===== src/rtl/avalon_pio_ext_pkg.sv =====
// avalon_pio_ext_pkg: register addresses, address type and counter-width helper for avalon_pio_ext
package avalon_pio_ext_pkg;
  typedef logic [2:0] pio_addr_t;
  localparam pio_addr_t ADDR_DATA_IN  = 3'd0;
  localparam pio_addr_t ADDR_DATA_OUT = 3'd1;
  localparam pio_addr_t ADDR_OUT_SET  = 3'd2;
  localparam pio_addr_t ADDR_OUT_CLR  = 3'd3;
  localparam pio_addr_t ADDR_IRQ_MASK = 3'd4;
  localparam pio_addr_t ADDR_EDGE_CAP = 3'd5;
  localparam pio_addr_t ADDR_EDGE_POL = 3'd6;
  function automatic int clog2_min1(input int n);
    return (n <= 2) ? 1 : $clog2(n);
  endfunction
endpackage


===== src/rtl/avalon_pio_ext_debounce.sv =====
// pio_debounce_ch: one input channel (clk, reset, raw in; deb level, rise/fall strobes coincident with deb update)
module pio_debounce_ch
  import avalon_pio_ext_pkg::*;
#(
  parameter int   DEB_CYCLES = 50000,
  parameter logic RESET_VAL  = 1'b1
) (
  input  logic clk,
  input  logic reset,
  input  logic raw,
  output logic deb,
  output logic rise,
  output logic fall
);
  localparam int CW = clog2_min1(DEB_CYCLES + 1);
  logic          sync0, sync1, upd;
  logic [CW-1:0] cnt;
  always_comb begin
    upd  = (sync1 != deb) && ((DEB_CYCLES == 0) || (cnt == CW'(DEB_CYCLES - 1)));
    rise = upd & sync1;
    fall = upd & ~sync1;
  end
  always_ff @(posedge clk) begin
    if (reset) begin
      sync0 <= RESET_VAL;
      sync1 <= RESET_VAL;
      deb   <= RESET_VAL;
      cnt   <= '0;
    end else begin
      sync0 <= raw;
      sync1 <= sync0;
      deb   <= upd ? sync1 : deb;
      cnt   <= (sync1 == deb || upd) ? '0 : cnt + 1'b1;
    end
  end
endmodule


===== src/rtl/avalon_pio_ext.sv =====
// avalon_pio_ext: Avalon-MM PIO (address/read/write/writedata/readdata) with debounced edge-capturing pio_in, set/clear pio_out and level irq
module avalon_pio_ext
  import avalon_pio_ext_pkg::*;
#(
  parameter int                   IN_WIDTH      = 2,
  parameter int                   OUT_WIDTH     = 8,
  parameter int                   DEB_CYCLES    = 50000,
  parameter logic [IN_WIDTH-1:0]  IN_RESET_VAL  = '1,
  parameter logic [OUT_WIDTH-1:0] OUT_RESET_VAL = '0
) (
  input  logic                 clk,
  input  logic                 reset,
  input  pio_addr_t            address,
  input  logic                 read,
  input  logic                 write,
  input  logic [31:0]          writedata,
  output logic [31:0]          readdata,
  input  logic [IN_WIDTH-1:0]  pio_in,
  output logic [OUT_WIDTH-1:0] pio_out,
  output logic                 irq
);
  logic [IN_WIDTH-1:0]  deb, rise, fall, edge_ev, edge_cap, edge_cap_next, mask, mask_next, edge_pol, pol_next;
  logic [IN_WIDTH-1:0]  wd_in;
  logic [OUT_WIDTH-1:0] wd_out, out_next;
  logic [31:0]          rd_mux;
  logic                 unused_wd;
  assign unused_wd = ^writedata;
  for (genvar i = 0; i < IN_WIDTH; i++) begin : g_ch
    pio_debounce_ch #(
      .DEB_CYCLES(DEB_CYCLES),
      .RESET_VAL (IN_RESET_VAL[i])
    ) u_ch (
      .clk  (clk),
      .reset(reset),
      .raw  (pio_in[i]),
      .deb  (deb[i]),
      .rise (rise[i]),
      .fall (fall[i])
    );
  end
  always_comb begin
    wd_in         = writedata[IN_WIDTH-1:0];
    wd_out        = writedata[OUT_WIDTH-1:0];
    edge_ev       = (rise & edge_pol) | (fall & ~edge_pol);
    // a fresh edge overrides a same-cycle write-1-to-clear
    edge_cap_next = ((write && address == ADDR_EDGE_CAP) ? edge_cap & ~wd_in : edge_cap) | edge_ev;
    mask_next     = (write && address == ADDR_IRQ_MASK) ? wd_in : mask;
    pol_next      = (write && address == ADDR_EDGE_POL) ? wd_in : edge_pol;
    out_next      = !write                    ? pio_out :
                    address == ADDR_DATA_OUT  ? wd_out :
                    address == ADDR_OUT_SET   ? pio_out | wd_out :
                    address == ADDR_OUT_CLR   ? pio_out & ~wd_out : pio_out;
    rd_mux        = '0;
    case (address)
      ADDR_DATA_IN:  rd_mux = 32'(deb);
      ADDR_DATA_OUT: rd_mux = 32'(pio_out);
      ADDR_IRQ_MASK: rd_mux = 32'(mask);
      ADDR_EDGE_CAP: rd_mux = 32'(edge_cap);
      ADDR_EDGE_POL: rd_mux = 32'(edge_pol);
      default:       rd_mux = '0;
    endcase
  end
  always_ff @(posedge clk) begin
    if (reset) begin
      readdata <= '0;
      pio_out  <= OUT_RESET_VAL;
      irq      <= 1'b0;
      mask     <= '0;
      edge_cap <= '0;
      edge_pol <= '1;
    end else begin
      readdata <= read ? rd_mux : '0;
      pio_out  <= out_next;
      irq      <= |(edge_cap_next & mask_next);
      mask     <= mask_next;
      edge_cap <= edge_cap_next;
      edge_pol <= pol_next;
    end
  end
endmodule


===== config.mk =====
export PLATFORM = sky130hd
export DESIGN_NAME = avalon_pio_ext
export DESIGN_NICKNAME = d
export VERILOG_FILES = /design/src/rtl/avalon_pio_ext_pkg.sv /design/src/rtl/avalon_pio_ext_debounce.sv /design/src/rtl/avalon_pio_ext.sv
export SDC_FILE = /design/constraint.sdc
export NUM_CORES = 1
export LEC_CHECK = 0
export ABC_AREA = 0
export CAP_MARGIN = 40
export CORE_MARGIN = 10
export CORE_UTILIZATION = 49
export CTS_BUF_LIST = sky130_fd_sc_hd__clkbuf_8
export CTS_CLUSTER_SIZE = 14
export DETAILED_ROUTE_END_ITERATION = 12
export PLACE_DENSITY = 0.93
export SYNTH_ARGS = -nofsm -noshare
export SYNTH_HDL_FRONTEND = slang
export SYNTH_HIERARCHICAL = 1
export SYNTH_SLANG_ARGS = --single-unit

===== constraint.sdc =====
create_clock -name clk -period 2.4 [get_ports clk]
set_input_delay 0.36 -clock clk [delete_from_list [all_inputs] [get_ports clk]]
set_output_delay 0.36 -clock clk [all_outputs]
set_load 0.05 [all_outputs]

==> impl_metrics.xml <==
<?xml version="1.0" encoding="UTF-8"?>
<metrics>
  <group name="timing">
    <metric name="relSlewSlack" unit="">0.631</metric>
    <metric name="timing_worst_slew_pin_value" unit="ps">552</metric>
    <metric name="post-route-period-util" unit="">0.869</metric>
    <metric name="achievable-frequency" unit="MHz">479</metric>
    <metric name="setup_total_negative_slack" unit="ps">0</metric>
    <metric name="setup-violations-final" unit="">0</metric>
    <metric name="period_needed" unit="ps">2090</metric>
    <metric name="clock_skew" unit="ps">4.93</metric>
    <metric name="timing.final.max_slew_violations" unit="">0</metric>
    <metric name="rsz0062_at_grt" unit="">no</metric>
    <metric name="timing_hold_violations_final" unit="">0</metric>
  </group>
  <group name="worst_hold_path">
    <metric name="hp-start" unit="">g_ch[0].u_ch/sync0$_SDFF_PP1_</metric>
    <metric name="hold_class" unit="">flip-flop to flip-flop</metric>
  </group>
  <group name="placed_design">
    <metric name="place_congestion" unit="">0.862</metric>
    <metric name="placedCellCount" unit="">420</metric>
    <metric name="port_buffers" unit="">33</metric>
    <metric name="area_after_detailed_placement" unit="µm²">3210</metric>
    <metric name="dp_hpwl" unit="mm">4.68</metric>
  </group>
  <group name="drt">
    <metric name="vias" unit="">2324</metric>
    <metric name="drt_pass1_iterations" unit="">4</metric>
    <metric name="drt-initial-drc-count" unit="">188</metric>
    <metric name="drt-vias-per-instance" unit="">5.34</metric>
    <metric name="detail_route.wl_per_cell" unit="µm">15.0</metric>
    <metric name="wirelength" unit="mm">6.51</metric>
    <metric name="post-route-drc-count" unit="">0</metric>
    <metric name="detail-route-antenna-nets" unit="">0</metric>
  </group>
  <group name="layout">
    <metric name="fin_area" unit="µm²">3390</metric>
    <metric name="antenna-diode-count" unit="">0</metric>
    <metric name="num-nets-final" unit="">402</metric>
    <metric name="layoutNonFillerInstCount" unit="">435</metric>
    <metric name="total_of_fill_cells_in_the_finished_design" unit="">430</metric>
    <metric name="final_layout_size_suffix_gt1_frac" unit="">0.0992</metric>
    <metric name="syn_to_final_growth" unit="%">16.5</metric>
  </group>
  <group name="power">
    <metric name="power.density" unit="nW/µm²">617</metric>
    <metric name="power.ir.vdd_worst" unit="V">0.000502</metric>
    <metric name="power.leakage" unit="nW">1.21</metric>
    <metric name="report.power.total" unit="W">0.00209</metric>
  </group>
  <group name="critical_path">
    <metric name="crit_arrival" unit="ps">2290</metric>
    <metric name="r2r-start" unit="">g_ch[1].u_ch/cnt[0]$_SDFF_PP0_</metric>
    <metric name="timing.critical_path.required" unit="ps">2610</metric>
    <metric name="cp-end-kind" unit="">flip-flop</metric>
    <metric name="timing.critical_path.fanout_max" unit="">6</metric>
    <metric name="setup.worst_path.start_class" unit="">flip-flop</metric>
    <metric name="setup.worst_path.class" unit="">flip-flop to flip-flop</metric>
    <metric name="crit_start" unit="">g_ch[1].u_ch/cnt[0]$_SDFF_PP0_</metric>
  </group>
  <group name="cts">
    <metric name="tritoncts" unit="">done</metric>
    <metric name="cts_setup_buffers" unit="">0</metric>
    <metric name="ctsResizeCount" unit="">0</metric>
    <metric name="cts-htree-levels" unit="">3</metric>
    <metric name="clkTransAtPathRegs" unit="ps">60</metric>
    <metric name="clock-root-buffer" unit="">sky130_fd_sc_hd__clkbuf_8</metric>
    <metric name="cts_buffers" unit="">9</metric>
    <metric name="max-clock-path-buffers" unit="">2</metric>
    <metric name="cts_sinks" unit="">61</metric>
    <metric name="clk_latency" unit="ps">340</metric>
    <metric name="cts_hold_repair.buffers" unit="">0</metric>
  </group>
  <group name="synthesis">
    <metric name="ys_seq_area_frac" unit="">0.420</metric>
    <metric name="synth-seq-cells" unit="">61</metric>
    <metric name="netlist_top_cells_count" unit="">sky130_fd_sc_hd__dfxtp_1 (61), sky130_fd_sc_hd__nor2_1 (44), sky130_fd_sc_hd__buf_4 (24)</metric>
    <metric name="yosys_warnings" unit="">6</metric>
    <metric name="post_synth_main_area_contributors" unit="">sky130_fd_sc_hd__dfxtp_1 (42%), sky130_fd_sc_hd__xnor2_1 (6.6%), sky130_fd_sc_hd__buf_4 (6.2%), sky130_fd_sc_hd__nor2_1 (5.7%), sky130_fd_sc_hd__nor2b_1 (3.0%)</metric>
    <metric name="post-synth-top-area-fraction" unit="">0.420</metric>
    <metric name="synthMostInstantiatedCell" unit="">sky130_fd_sc_hd__dfxtp_1</metric>
    <metric name="dominantRegCellSynth" unit="">sky130_fd_sc_hd__dfxtp_1</metric>
    <metric name="synth.distinct_cells" unit="">44</metric>
    <metric name="synthArstFlopShare" unit="">0</metric>
    <metric name="netlist_instances" unit="">323</metric>
    <metric name="avgSynthCellArea" unit="µm²">9.00</metric>
    <metric name="synthesis.area" unit="µm²">2910</metric>
    <metric name="biggest_area_consumer_among_synthesized_cells" unit="">sky130_fd_sc_hd__dfxtp_1</metric>
    <metric name="synth_enable_flop_cells" unit="">0</metric>
  </group>
  <group name="floorplanning">
    <metric name="die_y" unit="µm">97.0</metric>
    <metric name="io-pin-count" unit="">82</metric>
    <metric name="fp.dieArea" unit="µm²">9420</metric>
    <metric name="floorplan.initialDensity" unit="">0.515</metric>
    <metric name="num_rows" unit="">27</metric>
    <metric name="die_x" unit="µm">97.0</metric>
    <metric name="area_of_the_core" unit="µm²">5640</metric>
  </group>
  <group name="grt">
    <metric name="globalRouteTotalUtil" unit="">0.136</metric>
    <metric name="maximum_number_of_pins_on_one_net_before_global_route_repair" unit="">16</metric>
    <metric name="grt_first_pass_wirelength" unit="mm">11.0</metric>
    <metric name="grt_use_met3" unit="">0.0412</metric>
    <metric name="grt.overflow.total" unit="">0</metric>
    <metric name="busiest_layer" unit="">met2</metric>
    <metric name="grt_use_met1" unit="">0.145</metric>
    <metric name="grt_util_met2" unit="">0.234</metric>
    <metric name="initial_antenna_violation_count" unit="">0</metric>
    <metric name="vias_in_the_first_global_route" unit="">2318</metric>
  </group>
  <group name="job">
    <metric name="maxCapViolCount" unit="">0</metric>
  </group>
  <group name="status">
    <metric name="run_status" unit="">finished clean</metric>
  </group>
</metrics>
-- worst max-delay path, stage by stage (launching register included) --
cell and delay, ps:
sky130_fd_sc_hd__dfxtp_1 340, sky130_fd_sc_hd__ha_1 250, sky130_fd_sc_hd__and3_2 250, sky130_fd_sc_hd__nand4_1 230
sky130_fd_sc_hd__nor2_1 90, sky130_fd_sc_hd__mux2_2 270, sky130_fd_sc_hd__a211oi_1 370, sky130_fd_sc_hd__o32ai_1 150
-- stage by stage --
stage	util	hold WS, ps	worst slack (ps)
after floorplan	-	389	635
after global placement	0.569	393	456
after detailed placement	0.569	401	363
after CTS	0.600	419	349
after global routing	0.600	431	154
final	0.600	420	314
-- power by group --
group / switching [W] / internal (W) / total, W
clock: 0.000383 / 0.000444 / 0.000827
combinational: 0.000165 / 0.0000627 / 0.000228
sequential: 0.00000857 / 0.00103 / 0.00103
-- cells in the final DEF, fill, tap and decap left out, types with 4 or more instances in the layout --
| cell type | n |
|---|---|
| sky130_fd_sc_hd__dfxtp_1 | 61 |
| sky130_fd_sc_hd__nor2_1 | 44 |
| sky130_fd_sc_hd__clkdlybuf4s50_1 | 33 |
| sky130_fd_sc_hd__conb_1 | 24 |
| sky130_fd_sc_hd__xnor2_1 | 22 |
| sky130_fd_sc_hd__nor2b_1 | 14 |
| sky130_fd_sc_hd__inv_1 | 13 |
| sky130_fd_sc_hd__nand4_1 | 12 |
| sky130_fd_sc_hd__a21oi_1 | 12 |
| sky130_fd_sc_hd__clkbuf_8 | 12 |
| sky130_fd_sc_hd__o31ai_1 | 10 |
| sky130_fd_sc_hd__nand3_1 | 10 |
| sky130_fd_sc_hd__nand2_1 | 8 |
| sky130_fd_sc_hd__nor3_1 | 8 |
| sky130_fd_sc_hd__nand2b_1 | 6 |
| sky130_fd_sc_hd__and2_1 | 6 |
| sky130_fd_sc_hd__nor4_1 | 6 |
| sky130_fd_sc_hd__mux2i_1 | 5 |
| sky130_fd_sc_hd__or2_2 | 5 |
| sky130_fd_sc_hd__nand3b_1 | 4 |
| sky130_fd_sc_hd__a211o_1 | 4 |
| sky130_fd_sc_hd__nor4bb_1 | 4 |
| sky130_fd_sc_hd__nand4_2 | 4 |
| sky130_fd_sc_hd__xor2_1 | 4 |
| sky130_fd_sc_hd__buf_4 | 4 |
-- worst paths after layout --
| kind | end | slack, ps | depth (start not counted) |
|---|---|---|---|
| worst max-delay path | irq$_SDFF_PP0_ | 310 | 7 |
| worst min-delay path | g_ch[0].u_ch/sync1$_SDFF_PP1_ | 420 | 1 |
| worst max register to register | irq$_SDFF_PP0_ | 310 | 7 |
| worst min register to register | g_ch[0].u_ch/sync1$_SDFF_PP1_ | 420 | 1 |
-- area by class of cell --
cell class / instances / area (µm²) / area share
clock buffer: 12 / 165 / 0.0488
sequential: 61 / 1220 / 0.361
multi-input combinational: 239 / 1500 / 0.442
clock inverter: 3 / 12.5 / 0.00369
tap: 72 / 90.1 / 0.0266
timing repair buffer: 37 / 360 / 0.106
inverter: 11 / 41.3 / 0.0122
-- logic make-up (layout without fill, tap and decap cells) --
group / count (synthesis) / count (layout) / synth area share
simple gates: 147 / 147 / 0.294
flops: 61 / 61 / 0.420
buf+inv: 46 / 63 / 0.0951
compound gates: 33 / 33 / 0.0779
xor+xnor: 26 / 26 / 0.0783
mux: 7 / 7 / 0.0250
fa+ha+maj: 2 / 2 / 0.00860
other cells: 1 / 24 / 0.00129
-- routing by layer --
metal / routed length (µm) / share of wire / vias up
met5: 0 / 0 / -
met4: 168 / 0.026 / 0
met3: 325 / 0.050 / 18
met2: 3320 / 0.51 / 72
met1: 2700 / 0.41 / 1089
li1: - / - / 1145
(Power assumes the default switching activity.)
